==> config.mk <==
export PLATFORM = sky130hd
export DESIGN_NAME = fetch_decode_stage
export DESIGN_NICKNAME = d
export VERILOG_FILES = /design/src/rtl/fetch_decode_stage.sv
export SDC_FILE = /design/constraint.sdc
export NUM_CORES = 1
export LEC_CHECK = 0
export ABC_AREA = 1
export CORE_UTILIZATION = 41
export CTS_BUF_LIST = sky130_fd_sc_hd__clkbuf_4
export CTS_CLUSTER_SIZE = 8
export DETAILED_ROUTE_END_ITERATION = 16
export PLACE_DENSITY = 0.83
export SLEW_MARGIN = 0
export SYNTH_ARGS = -nofsm -noshare
export SYNTH_HDL_FRONTEND = slang
export SYNTH_SLANG_ARGS = --single-unit
==> constraint.sdc <==
create_clock -name clk -period 2.9 [get_ports clk]
set_clock_uncertainty 0.1 [all_clocks]
set_input_delay 0.58 -clock clk [delete_from_list [all_inputs] [get_ports clk]]
set_output_delay 0.58 -clock clk [all_outputs]
set_load 0.01 [all_outputs]
==> src/rtl/fetch_decode_stage.sv <==
// fetch_decode_stage: PC/IR front end with req/ack instruction fetch and one-hot MIPS decode.
// Define FD_ILLEGAL_TRAP_EN to halt on an illegal instruction instead of letting it commit.
module fetch_decode_stage #(
  parameter logic [31:0] RESET_PC    = 32'h0040_0000,
  parameter int          ACK_TIMEOUT = 16
) (
  input  logic        clk,
  input  logic        rst_n,
  output logic        imem_req_o,
  output logic [31:0] imem_addr_o,
  input  logic [31:0] imem_rdata_i,
  input  logic        imem_ack_i,
  input  logic [31:0] pc_next_i,
  input  logic        commit_i,
  output logic [31:0] pc_o,
  output logic [31:0] ir_o,
  output logic [31:0] instr_index_o,
  output logic        id_valid_o,
  output logic        illegal_o,
  output logic        fetch_err_o
);
  localparam int CW = $clog2(ACK_TIMEOUT + 1);
`ifdef FD_ILLEGAL_TRAP_EN
  localparam bit TRAP = 1'b1;
`else
  localparam bit TRAP = 1'b0;
`endif
  typedef enum logic [1:0] {IDLE, FETCH, VALID, HALT} state_t;
  state_t        state_q, state_d;
  logic [31:0]   pc_q, pc_d, ir_q, ir_d;
  logic [CW-1:0] cnt_q, cnt_d;
  logic          err_q, err_d;
  logic [4:0]    idx;
  logic          bad;
  // Index 31 is the catch-all for anything outside the supported set.
  always_comb begin
    idx = 5'd31;
    if (ir_q[31:26] == 6'h00) begin
      case (ir_q[5:0])
        6'h20: idx = 5'd0;
        6'h21: idx = 5'd1;
        6'h22: idx = 5'd2;
        6'h23: idx = 5'd3;
        6'h24: idx = 5'd4;
        6'h25: idx = 5'd5;
        6'h26: idx = 5'd6;
        6'h27: idx = 5'd7;
        6'h2A: idx = 5'd8;
        6'h2B: idx = 5'd9;
        6'h00: idx = 5'd10;
        6'h02: idx = 5'd11;
        6'h03: idx = 5'd12;
        6'h04: idx = 5'd13;
        6'h06: idx = 5'd14;
        6'h07: idx = 5'd15;
        6'h08: idx = 5'd16;
        default: idx = 5'd31;
      endcase
    end else begin
      case (ir_q[31:26])
        6'h08: idx = 5'd17;
        6'h09: idx = 5'd18;
        6'h0C: idx = 5'd19;
        6'h0D: idx = 5'd20;
        6'h0E: idx = 5'd21;
        6'h23: idx = 5'd22;
        6'h2B: idx = 5'd23;
        6'h04: idx = 5'd24;
        6'h05: idx = 5'd25;
        6'h0A: idx = 5'd26;
        6'h0B: idx = 5'd27;
        6'h0F: idx = 5'd28;
        6'h02: idx = 5'd29;
        6'h03: idx = 5'd30;
        default: idx = 5'd31;
      endcase
    end
  end
  assign bad           = idx == 5'd31;
  assign id_valid_o    = state_q == VALID;
  assign imem_req_o    = state_q == FETCH;
  assign imem_addr_o   = pc_q;
  assign instr_index_o = id_valid_o ? 32'd1 << idx : 32'd0;
  assign illegal_o     = id_valid_o & bad;
  assign pc_o          = pc_q;
  assign ir_o          = ir_q;
  assign fetch_err_o   = err_q;
  always_comb begin
    state_d = state_q;
    pc_d    = pc_q;
    ir_d    = ir_q;
    cnt_d   = cnt_q;
    err_d   = err_q;
    case (state_q)
      IDLE: state_d = FETCH;
      FETCH: begin
        if (imem_ack_i) begin
          ir_d    = imem_rdata_i;
          cnt_d   = '0;
          state_d = VALID;
        end else if (cnt_q == CW'(ACK_TIMEOUT - 1)) begin
          err_d   = 1'b1;
          state_d = HALT;
        end else begin
          cnt_d = cnt_q + CW'(1);
        end
      end
      VALID: begin
        if (TRAP && bad) begin
          state_d = HALT;
        end else if (commit_i) begin
          pc_d    = pc_next_i;
          state_d = FETCH;
        end
      end
      default: state_d = HALT;
    endcase
  end
  always_ff @(posedge clk or negedge rst_n) begin
    if (!rst_n) begin
      state_q <= IDLE;
      pc_q    <= RESET_PC;
      ir_q    <= '0;
      cnt_q   <= '0;
      err_q   <= 1'b0;
    end else begin
      state_q <= state_d;
      pc_q    <= pc_d;
      ir_q    <= ir_d;
      cnt_q   <= cnt_d;
      err_q   <= err_d;
    end
  end
endmodule

; ---- Word-level counts from Yosys, hierarchy flattened
; Memory sizes are Yosys's and may differ from the RTL's.
; Index checks and enable logic that the tools add are counted.
; W data, S select, Z words.
[word_totals]
mem_count = 2
ff_bits = 72
romBits = 576
word_cells = 33
[mem_list]
columns = memory, words, width, read_ports, rd_clocked_by_memory_dff, write_ports, line_no
row1 = (no name shown), 64, 5, 1, 0, 0, 39  ; case (ir_q[5:0])
row2 = (no name shown), 64, 4, 1, 0, 0, 60  ; case (ir_q[31:26])
[op_classes]
shifts = 1
add_sub_neg = 1
muxes = 8
reduce_logical = 7
eq_ne = 7
bitwise = 2
[ops]
columns = op, n
row1 = $mux W32, 1
row2 = $shl A1 B5 Y32 const A, 1
row3 = $mux W5, 3
row4 = $reduce_and A2 Y1, 4
row5 = $logic_not A6 Y1, 1
row6 = $mux W2, 3
row7 = $pmux W2 S3, 1
row8 = $add A5 B1 Y5 const B, 1
row9 = $eq A5 B4 Y1 const B, 1
row10 = $eq A5 B5 Y1 const B, 1
row11 = $ne A2 B2 Y1 const B, 2
row12 = $ne A3 B1 Y1 const B, 1
row13 = $reduce_and A3 Y1, 1
row14 = $eq A2 B1 Y1 const B, 1
row15 = $eq A2 B2 Y1 const B, 1
row16 = $logic_not A2 Y1, 1
row17 = $and A1 B1 Y1, 1
row18 = $not A1 Y1, 1

; ---- Logic depth before layout (Yosys ltp)
[logic_depth]
word_depth = 4
ltp_mapped = 11

; ---- Worst setup path after synthesis
; Ideal clock, no wire load.
[synth_timing]
path_type = reg2out
from = register ir_q[26], in the netlist ir_o[26]
to = output port illegal_o
slack_ns = 0.471
t_required_ns = 2.220
path_stages_with_launch = 10
arrival_ns = 1.749
path_cell_list = dfrtp_1 > inv_1 > ha_1 > nand2_1 > nand3_1 > nand3_1 > nand2_1 > nor2_2 > nand2_1 > nor3_1
[synth_via]
elab_chain_len = 4
elab_cells_between_ends = 5
classes_between = 1 x eq/ne / 1 x mux / 1 x bitwise / 1 x reduce/logical / 1 x memory
[synth_rtl]
columns = element, line_no
row1 = start: declaration, 30  ; logic [31:0] pc_q, pc_d, ir_q, ir_d;
row2 = start signal: assignment, 129  ; ir_q <= ir_d;
row3 = $mem_v2 Z64 W4 / $logic_not A6 Y1 (equally long branches), n/a
row4 = $mux W5 *, 38  ; if (ir_q[31:26] == 6'h00) begin
row5 = $eq A5 B5 Y1 *, 79  ; assign bad = idx == 5'd31;
row6 = $and A1 B1 Y1 *, 84  ; assign illegal_o = id_valid_o & bad;
row7 = end: declaration, 19  ; output logic illegal_o,
; Every way passes the cells marked *; elsewhere a longest branch is shown, timed or not.

; ---- Worst setup path after layout
[layout_timing]
from = register ir_q[26], in the netlist ir_o[26]
to = output port instr_index_o[13]
[layout_via]
elab_chain_len = 4
elab_cells_between_ends = 5
classes_between = 1 x shift / 2 x mux / 1 x reduce/logical / 1 x memory
[layout_rtl]
columns = element, line_no
row1 = $mem_v2 Z64 W4 / $logic_not A6 Y1 (equally long branches), n/a
row2 = $mux W5 *, 38
row3 = $shl A1 B5 Y32 *, 83  ; assign instr_index_o = id_valid_o ? 32'd1 << idx : 32'd0;
row4 = $mux W32 *, 83
row5 = end: declaration, 17  ; output logic [31:0] instr_index_o,
; Marks and branches as above.

==> results.ini <==
[final_layout]
final_layout_size_suffix_gt1_share_pct=36.82
fin_nets=666
seqCellArea_sq_um=1807
area_growth_pct=65.30
diodes=0
nFillCells=643
multi_input_area_sq_um=1917
final_common_cell=clkdlybuf4s50_1
final_cell_mix=clkdlybuf4s50_1 (165), dfrtp_1 (68), mux2_2 (52)
final_cells=700

[sta]
finalMaxSlewViolations=0
rsz0062_at_grt=true
period_share_pct=102.1
relSlewSlack_pct=56.93
fin_ws_ps=-61.86
worst_pin_slew_ps=643.8
fin_hold_ws_ps=57.99
setup_viol=10
hold_viol_final=0
max_freq_ghz=0.3376
setup_tns_ps=-182.9
fin_crit_ps=2962

[placement]
dp.cells=664
numPortBuffers=199
dp_hpwl_um=8013
gp_congestion=0.8543
pre_cts_slack_ps=-70.60

[logic_synthesis]
synth-seq-cells=72
synthAdderAreaFrac_pct=3.635
synth_top_family_by_area=simple AND/OR/NAND/NOR gates
netlist_area_sq_um=3786
synth.area.mux_share_pct=15.47
postSynthNetCount=463
ys.warnings.count=0
ys_types=30
synth_area_per_cell_sq_um=9.860
yosys.area_share.simple_pct=17.71
yosysSeqAreaShare_pct=47.62
synth_compound_area_share_pct=4.891
synthCells=384
synthXorXnorAreaFrac_pct=0

[drt]
vias=3573
drc=10
vias_per_cell=5.104
first_pass_iters=10
routed_wl_um=11320
drt-wirelength-per-cell_um=16.17
drt_iter0_markers=125
drtAntennaViolNets=0

[clock_network]
cts_max_path_buffers=2
htreeDepth=3
clock_latency_ps=400
cts_tree=built
root_buffer=clkbuf_4
clkTransAtPathRegs_ps=140
cts_buffers=9
numClockSinks=72

[global_route]
grt_pass1_wl_um=17730
antenna_found_initial=0
grt_start_max_net_pins=73
grt_remaining_overflow=0
grt_usage_pct=23.04
grt_pass1_vias=3758

[critical_path]
end_kind=primary output
crit_path_max_fanout=4
cp_slowest_cell=dfrtp_1
worst-setup-path-type=register to primary output
crit_required_ps=2220
start_kind=register
crit_path_cell_trace=inv_2 -> ha_4 -> nand2_2 -> nand3_2 -> nand2_1 -> nor2_1 -> nor2_2 -> nand2_4 -> nor2_4 -> buf_6 -> nand2_2 -> nor2_2 -> buf_2
worstPathArrival_ps=2280
max_stage_delay_ps=430

[power_and_ir_drop]
power.leakage_nw=2.931
power.density_nw_per_um2=283.1
ir_drop_v=0.0002408

[hold_path]
hold_path.class=input port to async pin

[job]
maxCapViolations=0

[floorplanning]
start_util_pct=42.79
io_pins=200
die_h_um=98.10
fp.dieArea_sq_um=9623
core.rowCount=34
core_area_sq_um=8848
die_w_um=98.10

[status]
outcome=finished, violations left
violations=DRC, setup timing

==> kinds of logic after synthesis <==
group / after synthesis
AO/OA/AOI/OAI: 31
adder cells (fa/ha/maj): 11
buffers and inverters: 71
flip-flops: 72
multiplexers: 52
AND/OR/NAND/NOR: 147
==> final cells by class <==
class	instances	share of cell area, %
well taps	108	2.159
repair buffers	233	34.31
clock buffers	10	1.200
clock inverters	6	1.060
multi-input cells	242	30.63
inverters	29	1.779
flip-flops and latches	72	28.87
==> routing by layer <==
metal  part of all wire (%)  GRT usage [%]  wire length, um  vias to the layer above
li1                       -              -                -                     1655
met1                     35          23.96             3944                     1739
met2                     54          43.12             6130                      155
met3                    8.9          7.946             1003                       24
met4                    2.1          7.343              243                        0
met5                      0              0                0                        -
==> cell usage after synthesis <==
cell type / instances / area share (%)
a21oi_1: 16 / 2.1
a22o_1: 1 / 0.23
a31o_2: 1 / 0.23
a32o_1: 1 / 0.26
buf_2: 8 / 1.1
buf_4: 32 / 6.3
buf_6: 1 / 0.30
clkbuf_1: 1 / 0.099
dfrtp_1: 71 / 47
dfstp_2: 1 / 0.69
ha_1: 11 / 3.6
inv_1: 24 / 2.4
inv_2: 5 / 0.50
mux2_2: 52 / 15
nand2_1: 43 / 4.3
nand2_2: 4 / 0.66
nand2_4: 1 / 0.30
nand3_1: 25 / 3.3
nand3_4: 1 / 0.46
nand4_1: 6 / 0.99
nor2_1: 50 / 5.0
nor2_2: 4 / 0.66
nor2_4: 2 / 0.59
nor2b_1: 1 / 0.17
nor3_1: 9 / 1.2
o211ai_1: 2 / 0.40
o21ai_0: 8 / 1.1
o21ai_4: 1 / 0.43
o22ai_1: 1 / 0.17
or2_2: 1 / 0.17
==> stage by stage <==
step / util, % / power (mW) / area, sq um
CTS: 67.68 / 1.794 / 5988
detailed placement: 64.85 / 1.137 / 5738
finish: 70.73 / 1.772 / 6259
global placement: 64.85 / 1.134 / 5738
global route: 70.73 / 1.838 / 6259
floorplan: - / 1.025 / 3786
==> worst paths after layout <==
path	startpoint	endpoint	slack [ps]	cells after the start
worst max-delay path	ir_o[26]	instr_index_o[13]	-60	13
worst min-delay path	rst_n	imem_addr_o[14]	60	2
worst max register to register	state_q[1]	ir_o[28]	990	4
worst min register to register	fetch_err_o	fetch_err_o	390	1
max in group asynchronous	rst_n	ir_o[3]	2300	2
min in group clk	fetch_err_o	fetch_err_o	390	1
==> flip-flops by register name (all words and copies together) (netlist names) <==
register,flops
cnt_q,5
fetch_err_o,1
imem_addr_o,32
ir_o,32
state_q,2
==> power breakdown <==
group          leakage [nW]  total [mW]  internal, mW  switching (mW)
clock                0.0811       0.656         0.278           0.378
sequential            0.918        1.00          1.00               0
combinational          1.93       0.112        0.0808          0.0316
==> what timing repair did <==
item	4_1_cts	5_1_grt
setup endpoints to repair	33	33
buffers inserted	11	8
resized for setup	157	71
hold buffers	0	0
pin swaps	21	41
gates cloned	0	1
==> critical path, delay by kind of cell (launching register included) <==
family                     cells  cell delay [ps]
and+or+nand+nor                9              840
DFF                            1              430
adders and majority gates      1              220
buffers and inverters          3              400
(Power assumes the default switching activity.)
